## config.mk

```make
export PLATFORM = sky130hd
export DESIGN_NAME = ad9826_cfg_seq
export DESIGN_NICKNAME = d
export VERILOG_FILES = /design/src/rtl/ad9826_cfg_seq.sv
export SDC_FILE = /design/constraint.sdc
export NUM_CORES = 1
export LEC_CHECK = 0
export ABC_AREA = 1
export CAP_MARGIN = 20
export CORE_MARGIN = 10
export CORE_UTILIZATION = 25
export CTS_BUF_LIST = sky130_fd_sc_hd__clkbuf_4 sky130_fd_sc_hd__clkbuf_8 sky130_fd_sc_hd__clkbuf_16
export DETAILED_ROUTE_END_ITERATION = 8
export PLACE_DENSITY = 0.48
export SYNTH_ARGS = -nofsm -noshare
export SYNTH_HDL_FRONTEND = slang
export SYNTH_SLANG_ARGS = --single-unit
```

## constraint.sdc

```tcl
create_clock -name clk -period 4.7 [get_ports clk]
set_input_delay 1.175 -clock clk [delete_from_list [all_inputs] [get_ports clk]]
set_output_delay 1.175 -clock clk [all_outputs]
set_load 0.02 [all_outputs]
```

## src/rtl/ad9826_cfg_seq.sv

```systemverilog
// ad9826_cfg_seq: shadow copy of the eight AD9826 registers and a frame sequencer feeding the serial shifter.
// Define AD9826_READBACK_EN to follow every write with a read frame and compare the returned data.
module ad9826_cfg_seq #(
    parameter int TIMEOUT_CYCLES = 2048,
    parameter int AUTO_INIT      = 1
) (
    input  logic        clk,
    input  logic        rst_n,
    input  logic        reg_wr,
    input  logic [2:0]  reg_addr,
    input  logic [8:0]  reg_wdata,
    output logic [8:0]  reg_rdata,
    input  logic        start_all,
    input  logic        start_one,
    output logic        busy,
    output logic        done,
    output logic        error,
    output logic [2:0]  err_addr,
    output logic [15:0] cfg_word,
    output logic        cfg_toggle,
    input  logic        cfg_sload,
    input  logic [15:0] cfg_readback
);
    localparam int TMO_W = $clog2(TIMEOUT_CYCLES + 1);

    localparam logic [3:0] IDLE    = 4'd0;
    localparam logic [3:0] LOAD    = 4'd1;
    localparam logic [3:0] REQ     = 4'd2;
    localparam logic [3:0] WAIT    = 4'd3;
    localparam logic [3:0] NEXT    = 4'd4;
    localparam logic [3:0] FINISH  = 4'd5;
`ifdef AD9826_READBACK_EN
    localparam logic [3:0] RB_REQ  = 4'd6;
    localparam logic [3:0] RB_WAIT = 4'd7;
    localparam logic [3:0] CHECK   = 4'd8;
`endif

    logic [3:0]       state_q, state_d;
    logic [2:0]       idx_q, idx_d;
    logic             all_q, all_d;
    logic [15:0]      word_q, word_d;
    logic             toggle_q, toggle_d;
    logic             busy_q, busy_d;
    logic             done_q, done_d;
    logic             error_q, error_d;
    logic [2:0]       err_addr_q, err_addr_d;
    logic [TMO_W-1:0] tmo_q, tmo_d;
    logic             init_q, init_d;
    logic [7:0][8:0]  shadow_q, shadow_d;
    logic             sload_s1_q, sload_s2_q;
    logic             tmo_hit, abort;
    logic             unused_rb;
`ifdef AD9826_READBACK_EN
    logic [8:0]       exp_q, exp_d;
    assign unused_rb = ^cfg_readback[15:9];
`else
    assign unused_rb = ^cfg_readback;
`endif

    assign tmo_hit    = (tmo_q == TMO_W'(TIMEOUT_CYCLES - 1));
    assign reg_rdata  = shadow_q[reg_addr];
    assign busy       = busy_q;
    assign done       = done_q;
    assign error      = error_q;
    assign err_addr   = err_addr_q;
    assign cfg_word   = word_q;
    assign cfg_toggle = toggle_q;

    always_comb begin
        state_d    = state_q;
        idx_d      = idx_q;
        all_d      = all_q;
        word_d     = word_q;
        toggle_d   = toggle_q;
        busy_d     = busy_q;
        done_d     = 1'b0;
        error_d    = error_q;
        err_addr_d = err_addr_q;
        tmo_d      = '0;
        init_d     = 1'b0;
        shadow_d   = shadow_q;
        abort      = 1'b0;
`ifdef AD9826_READBACK_EN
        exp_d      = exp_q;
`endif
        if (reg_wr) shadow_d[reg_addr] = reg_wdata;

        case (state_q)
            IDLE: begin
                if (start_all || init_q || start_one) begin
                    error_d    = 1'b0;
                    err_addr_d = 3'd0;
                    busy_d     = 1'b1;
                    state_d    = LOAD;
                    if (start_all || init_q) begin
                        idx_d = 3'd0;
                        all_d = 1'b1;
                    end else begin
                        idx_d = reg_addr;
                        all_d = 1'b0;
                    end
                end
            end
            LOAD: begin
                word_d   = {1'b0, idx_q, 3'b000, shadow_q[idx_q]};
`ifdef AD9826_READBACK_EN
                exp_d    = shadow_q[idx_q];
`endif
                toggle_d = 1'b1;
                state_d  = REQ;
            end
            REQ: begin
                tmo_d = tmo_q + TMO_W'(1);
                if (!sload_s2_q) begin
                    toggle_d = 1'b0;
                    state_d  = WAIT;
                end else if (tmo_hit) begin
                    abort = 1'b1;
                end
            end
            WAIT: begin
                tmo_d = tmo_q + TMO_W'(1);
                if (sload_s2_q) begin
`ifdef AD9826_READBACK_EN
                    word_d   = {1'b1, idx_q, 12'h000};
                    toggle_d = 1'b1;
                    state_d  = RB_REQ;
`else
                    state_d  = NEXT;
`endif
                end else if (tmo_hit) begin
                    abort = 1'b1;
                end
            end
`ifdef AD9826_READBACK_EN
            RB_REQ: begin
                tmo_d = tmo_q + TMO_W'(1);
                if (!sload_s2_q) begin
                    toggle_d = 1'b0;
                    state_d  = RB_WAIT;
                end else if (tmo_hit) begin
                    abort = 1'b1;
                end
            end
            RB_WAIT: begin
                tmo_d = tmo_q + TMO_W'(1);
                if (sload_s2_q) state_d = CHECK;
                else if (tmo_hit) abort = 1'b1;
            end
            CHECK: begin
                if (cfg_readback[8:0] != exp_q) begin
                    error_d    = 1'b1;
                    err_addr_d = idx_q;
                    state_d    = FINISH;
                end else begin
                    state_d    = NEXT;
                end
            end
`endif
            NEXT: begin
                if (all_q && idx_q != 3'd7) begin
                    idx_d   = idx_q + 3'd1;
                    state_d = LOAD;
                end else begin
                    state_d = FINISH;
                end
            end
            FINISH: begin
                done_d  = 1'b1;
                busy_d  = 1'b0;
                state_d = IDLE;
            end
            default: state_d = IDLE;
        endcase

        // a stuck handshake drops the request and still closes the sequence with done
        if (abort) begin
            error_d    = 1'b1;
            err_addr_d = idx_q;
            toggle_d   = 1'b0;
            state_d    = FINISH;
        end
        if (state_d != state_q) tmo_d = '0;
    end

    always_ff @(posedge clk or negedge rst_n) begin
        if (!rst_n) begin
            state_q     <= IDLE;
            idx_q       <= 3'd0;
            all_q       <= 1'b0;
            word_q      <= 16'h0000;
            toggle_q    <= 1'b0;
            busy_q      <= 1'b0;
            done_q      <= 1'b0;
            error_q     <= 1'b0;
            err_addr_q  <= 3'd0;
            tmo_q       <= '0;
            init_q      <= (AUTO_INIT != 0);
            shadow_q    <= '0;
            shadow_q[0] <= 9'h0C8;
            shadow_q[1] <= 9'h0C0;
            sload_s1_q  <= 1'b1;
            sload_s2_q  <= 1'b1;
`ifdef AD9826_READBACK_EN
            exp_q       <= 9'h000;
`endif
        end else begin
            state_q     <= state_d;
            idx_q       <= idx_d;
            all_q       <= all_d;
            word_q      <= word_d;
            toggle_q    <= toggle_d;
            busy_q      <= busy_d;
            done_q      <= done_d;
            error_q     <= error_d;
            err_addr_q  <= err_addr_d;
            tmo_q       <= tmo_d;
            init_q      <= init_d;
            shadow_q    <= shadow_d;
            sload_s1_q  <= cfg_sload;
            sload_s2_q  <= sload_s1_q;
`ifdef AD9826_READBACK_EN
            exp_q       <= exp_d;
`endif
        end
    end
endmodule
```

==> results of run 1 <==
[registers in the layout, summed over array words and instances, names as in the netlist]
register / count
cfg_word: 12
shadow_q: 72
sload_s2_q: 1
tmo_q: 12
idx_q: 3
state_q: 4
cfg_toggle: 1
init_q: 1
all_q: 1
sload_s1_q: 1
err_addr: 3
busy: 1
error: 1
done: 1
[final timing paths]
check                      slack [ns]  cells past startpoint      endpoint   startpoint
max                              0.18                      7  reg_rdata[1]  reg_addr[1]
max in group asynchronous        3.08                      2   shadow_q[3]        rst_n
min in group asynchronous        0.79                      1      tmo_q[7]        rst_n
min reg2reg                      0.35                      0    sload_s2_q   sload_s1_q
max reg2reg                      2.66                      7     tmo_q[11]   state_q[3]
min                              0.35                      0    sload_s2_q   sload_s1_q
[cells in the final DEF (no fill, tap or decap), drive strengths merged, types with 2 or more instances in the layout]
| master | netlist | routed |
|---|---|---|
| a211oi | 2 | 2 |
| a21oi | 33 | 33 |
| buf | 13 | 15 |
| clkbuf | 26 | 22 |
| clkdlybuf4s50 | 0 | 44 |
| clkinv | 1 | 7 |
| clkinvlp | 0 | 3 |
| conb | 1 | 6 |
| dfrtp | 106 | 106 |
| dfstp | 8 | 8 |
| ha | 3 | 3 |
| inv | 58 | 58 |
| nand2 | 156 | 156 |
| nand3 | 32 | 32 |
| nor2 | 72 | 72 |
| o2111ai | 8 | 8 |
| o211ai | 17 | 17 |
| o21a | 8 | 8 |
| o21ai | 153 | 153 |
| or2 | 2 | 2 |
[metrics by stage]
| stage | utilization | instances | power [W] | hold WS (ns) | worst slack [ns] |
|---|---|---|---|---|---|
| after floorplan | - | 710 | 0.001898 | 0.3452 | 1.336 |
| after global placement | 0.2873 | 1015 | 0.002277 | 0.3478 | 0.1587 |
| after detailed placement | 0.2873 | 1015 | 0.002281 | 0.3503 | 0.1644 |
| after CTS | 0.3123 | 1047 | 0.003538 | 0.3605 | 0.1475 |
| after global routing | 0.3123 | 1047 | 0.003724 | 0.3635 | 0.05494 |
| final | 0.3123 | 1047 | 0.003495 | 0.3549 | 0.1787 |
[critical path, stage by stage]
cell and delay [ns]:
clkdlybuf4s50_1 0.59, inv_1 0.10, nor2_1 0.13, buf_4 0.16, o21ai_0 0.08, o2111ai_1 0.41
clkdlybuf4s50_1 0.71
[routing by layer]
| metal | vias to the layer above | wire length (microns) |
|---|---|---|
| met4 | 0 | 191 |
| met3 | 12 | 1056 |
| met2 | 107 | 7657 |
| met1 | 2342 | 8440 |
| met5 | - | 0 |
| li1 | 2434 | - |
[layout make-up]
class | instances | area [sq um]
well taps | 285 | 356.6
flip-flops and latches | 114 | 2863
clock inverters | 10 | 86.33
repair buffers | 59 | 590.6
multi-input cells | 498 | 2434
inverters | 59 | 221.5
clock buffers | 22 | 475.5
fillers | 2432 | 15480
[logic make-up (layout without fill, tap and decap cells)]
| kind of cell | Yosys count | count (layout) | share of synthesized area |
|---|---|---|---|
| and+or+nand+nor | 264 | 264 | 0.1986 |
| buffers and inverters | 98 | 150 | 0.07031 |
| adders and majority gates | 3 | 3 | 0.006613 |
| DFF | 114 | 114 | 0.5043 |
| AOI/OAI and AO/OA | 225 | 225 | 0.2195 |
| other | 1 | 6 | 0.0006606 |
[report_power, final]
part	leakage [nW]	internal (W)	switching (W)	total, W
sequential	1.43	0.00117	0.000146	0.00132
combinational	1.37	0.000337	0.000598	0.000935
clock	0.276	0.000766	0.000474	0.00124
==> flow_summary_export.csv, run 1 <==
group,metric,value,unit
route,antenna_left,0,
critical_path,arrival,3.35,ns
logic_synthesis,synth.most_common_cell,"nand2_1",
die,num_io_pins,66,
logic_synthesis,ys_warn_count,0,
global_routing,grt_pass1_vias,4757,
die,die_y,170.7,microns
power_and_ir_drop,ir_drop,0.0002256,V
critical_path,endpoint_kind,"primary output",
die,dieArea,29130,sq um
global_routing,grt_remaining_overflow,0,
sta,period_needed,4.521,ns
sta,hold_viol_final,0,
global_routing,antenna_found_initial,0,
logic_synthesis,syn_inst,705,
clock_network,cts.sinks,114,
die,die_x,170.7,microns
clock_network,cts-resized-gates,0,
layout,drive_gt1_frac,0.1168,
sta,clock.fmax,221.2,MHz
sta,period_share,0.9620,
logic_synthesis,synth_seq_cells,114,
clock_network,clock_latency,0.42,ns
die,start_util,0.2523,
die,rows,55,
clock_network,hold_buffers,0,
global_routing,globalRouteMet2Util,0.1830,
layout,nNetsFinal,786,
sta,slew_headroom,0.4026,
sta,rsz0062_at_grt,"no",
global_routing,grt.met3_usage,0.03894,
place,io_buffers,45,
layout,postLayoutCellArea,7027,sq um
sta,tightest_slew,0.8952,ns
logic_synthesis,synth-edff-count,0,
logic_synthesis,synthArstFlopShare,1.000,
place,dpl.hpwl,11430,microns
logic_synthesis,synth_area_leaders,"dfrtp_1 47%, o21ai_0 12%, nand2_1 10%",
sta,fin_tns_setup,0,ns
global_routing,grtUsageTotal,0.1241,
global_routing,use_met1,0.1678,
clock_network,cts_max_path_buffers,2,
place,place.gp.congestion,0.7848,
clock_network,htree_levels,4,
global_routing,grt_max_degree,65,
logic_synthesis,yosys.area.top_type,"dfrtp_1",
route,wire_per_inst,16.57,microns
outcome,status,"complete, no violations",
sta,setup_viol,0,
route,dr.pass1.iters,4,
logic_synthesis,ys_types,34,
clock_network,post-cts-setup-buffers,0,
clock_network,path_clk_slew,0.06,ns
route,drcViolationCount,0,
route,routed_via_density,4.675,
route,vias,4895,
sta,drv_slew,0,
layout,area_growth_syn_to_layout,23.78,%
critical_path,crit_type,"input pin to primary output",
global_routing,grt_pass1_wl,27630,microns
job,drv_cap,0,
power_and_ir_drop,leakagePower,3.079,nW
hold_path,hold_path_class,"flip-flop to flip-flop",
critical_path,crit_fanout,4,
clock_network,cts_tree,"done",
logic_synthesis,synth_ff_type,"dfrtp_1",
sta,clock_skew,0.006620,ns
critical_path,cp.required,3.52,ns
route,totalWireLength,17350,microns
layout,diodes,0,
die,fp.coreArea,22500,sq um
logic_synthesis,avgSynthCellArea,8.052,sq um
critical_path,startpoint_type,"input pin",
logic_synthesis,ys_seq_area_frac,0.5043,
clock_network,cts_buffers,17,
logic_synthesis,synth_common_cells,"154 x nand2_1, 139 x o21ai_0, 106 x dfrtp_1",
global_routing,grt_busiest_layer,"met2",
logic_synthesis,syn_area,5677,sq um
power_and_ir_drop,power_density,497.4,nW/um^2
route,drt_iter0_markers,348,
place,dpl-instance-area,6465,sq um
logic_synthesis,synth_top_cell_area_share,0.4673,
clock_network,cts_root_buffer,"clkbuf_16",
Note: power is estimated with default switching activity, not from simulation.
==> run 2, diff against run 1 <==
--- a/config.mk
+++ b/config.mk
@@ -10,6 +10,7 @@
 export CORE_MARGIN = 10
 export CORE_UTILIZATION = 25
 export CTS_BUF_LIST = sky130_fd_sc_hd__clkbuf_4 sky130_fd_sc_hd__clkbuf_8 sky130_fd_sc_hd__clkbuf_16
+export CTS_CLUSTER_SIZE = 28
 export DETAILED_ROUTE_END_ITERATION = 8
 export PLACE_DENSITY = 0.48
 export SYNTH_ARGS = -nofsm -noshare
==> results of run 2 <==
No change in the layout: final DEF, timing and power equal those of run 1.
==> run 3, diff against run 2 <==
--- a/config.mk
+++ b/config.mk
@@ -12,7 +12,6 @@
 export CTS_BUF_LIST = sky130_fd_sc_hd__clkbuf_4 sky130_fd_sc_hd__clkbuf_8 sky130_fd_sc_hd__clkbuf_16
 export CTS_CLUSTER_SIZE = 28
 export DETAILED_ROUTE_END_ITERATION = 8
-export PLACE_DENSITY = 0.48
 export SYNTH_ARGS = -nofsm -noshare
 export SYNTH_HDL_FRONTEND = slang
 export SYNTH_SLANG_ARGS = --single-unit
==> run 3 against run 2 <==
Global-route usage shrank 0.75 points. Sequential power about the same. Maximum frequency is 2.2% higher. Via count increased by 2.1%. Sequential share of layout area fell by 0.42 points. Routed wire length shrank 4.4%. Largest cell class unchanged. Clock skew up 0.0023 ns. Worst setup slack better by 0.097 ns. Core utilization rose by 0.33 points.
==> flow_summary_export.csv, run 3 (synthesis results as in run 1) <==
group,metric,value,unit
place,place.gp.congestion,0.8417,
layout,largest_reg_flops,72,
sta,period_needed,4.424,ns
die,die_y,170.7,microns
power_and_ir_drop,power_density,528.3,nW/um^2
sta,clock.fmax,226.0,MHz
critical_path,endpoint_kind,"primary output",
layout,drive_gt1_frac,0.1121,
die,num_io_pins,66,
layout,final_common_cell,"nand2_1",
die,start_util,0.2523,
die,fp.coreArea,22500,sq um
clock_network,post-cts-setup-buffers,0,
sta,clock_skew,0.008964,ns
job,drv_cap,0,
clock_network,cts_tree,"done",
power_and_ir_drop,ir_drop,0.0002682,V
layout,top_register,"shadow_q",
critical_path,cp.required,3.52,ns
critical_path,arrival,3.25,ns
route,wire_per_inst,15.89,microns
global_routing,grt_pass1_vias,4789,
place,dpl.hpwl,10690,microns
route,vias,4997,
power_and_ir_drop,leakagePower,3.104,nW
sta,period_share,0.9413,
critical_path,crit_type,"input pin to primary output",
sta,drv_slew,0,
hold_path,hold_path_class,"flip-flop to flip-flop",
clock_network,clock_latency,0.41,ns
route,drt_iter0_markers,454,
layout,diodes,0,
critical_path,crit_fanout,12,
global_routing,antenna_found_initial,0,
clock_network,cts-resized-gates,0,
clock_network,cts_max_path_buffers,2,
sta,fin_tns_setup,0,ns
global_routing,grt_pass1_wl,26250,microns
die,die_x,170.7,microns
route,totalWireLength,16580,microns
layout,final_util,0.3155,
route,antenna_left,0,
sta,hold_viol_final,0,
place,io_buffers,45,
critical_path,startpoint_type,"input pin",
route,routed_via_density,4.791,
route,dr.pass1.iters,5,
global_routing,grt_max_degree,72,
global_routing,grt_remaining_overflow,0,
layout,nNetsFinal,782,
route,drcViolationCount,0,
sta,rsz0062_at_grt,"no",
die,dieArea,29130,sq um
sta,tightest_slew,0.9690,ns
clock_network,cts_buffers,17,
sta,setup_viol,0,
global_routing,grtUsageTotal,0.1166,
clock_network,cts_root_buffer,"clkbuf_16",
clock_network,hold_buffers,0,
die,rows,55,
clock_network,path_clk_slew,0.05,ns
layout,n_fill_cell,2331,
layout,area_growth_syn_to_layout,25.08,%
clock_network,htree_levels,4,
clock_network,cts.sinks,114,
sta,slew_headroom,0.3540,
layout,most-common-layout-cells,"154 x nand2_1, 139 x o21ai_0, 106 x dfrtp_1",
outcome,status,"complete, no violations",
==> run 3: cell types whose count changed in the layout (fill, tap and decap cells not counted) <==
cell        previous run  this run
clkbuf_8               2         1
buf_4                 12         9
clkbuf_4               3         1
bufinv_16              1         6
inv_6                  0         1
clkinv_2               5         2
buf_12                 3         2
clkinvlp_4             3         2
clkinv_4               1         2
==> run 3: worst max-delay path, stage by stage <==
cell,delay (ns)
clkdlybuf4s50_1,0.56
inv_1,0.09
nor2_1,0.09
buf_4,0.21
o21ai_0,0.11
o2111ai_1,0.33
clkdlybuf4s50_1,0.68
==> run 3: where the power goes <==
part / switching, W / internal [W] / total (W)
Sequential: 0.000171 / 0.00117 / 0.00134
Combinational: 0.000586 / 0.000331 / 0.000917
Clock: 0.000474 / 0.00101 / 0.00149
==> run 3: final timing paths <==
kind                              from      endpoint  slack (ns)  cells after the start
max                        reg_addr[1]  reg_rdata[1]        0.28                      7
min                         sload_s1_q    sload_s2_q        0.36                      0
min in group asynchronous        rst_n      idx_q[1]        0.91                      1
max reg2reg                   idx_q[1]   cfg_word[2]        2.36                      6
max in group asynchronous        rst_n    sload_s2_q        3.03                      2
min reg2reg                 sload_s1_q    sload_s2_q        0.36                      0
==> run 3: per-layer routing <==
metal	share of wire	vias to the layer above	global-route usage
met5	0	-	0
met4	0.011	0	0.04081
met3	0.074	18	0.02995
met2	0.44	163	0.1764
met1	0.47	2380	0.1573
li1	-	2436	-
==> run 3: cell type report <==
class                   instances  area (sq um)  share of cell area
repair buffers                 55         548.0             0.07718
clock inverters                13         231.5             0.03260
clock buffers                  19         446.7             0.06291
well taps                     285         356.6             0.05022
multi-input cells             498          2434              0.3427
inverters                      59         221.5             0.03119
flip-flops and latches        114          2863              0.4032
==> run 3: per-stage QoR <==
stage	total power (W)	hold WS (ns)	setup WS [ns]	instance area [sq um]	std cells
finish	0.003751	0.3564	0.2761	7101	1043
detailed placement	0.002269	0.3491	0.2664	6422	1011
global route	0.003951	0.3565	0.1895	7101	1043
floorplan	0.001898	0.3452	1.336	5695	710
global placement	0.002253	0.3472	0.2385	6422	1011
CTS	0.003764	0.3560	0.2526	7101	1043
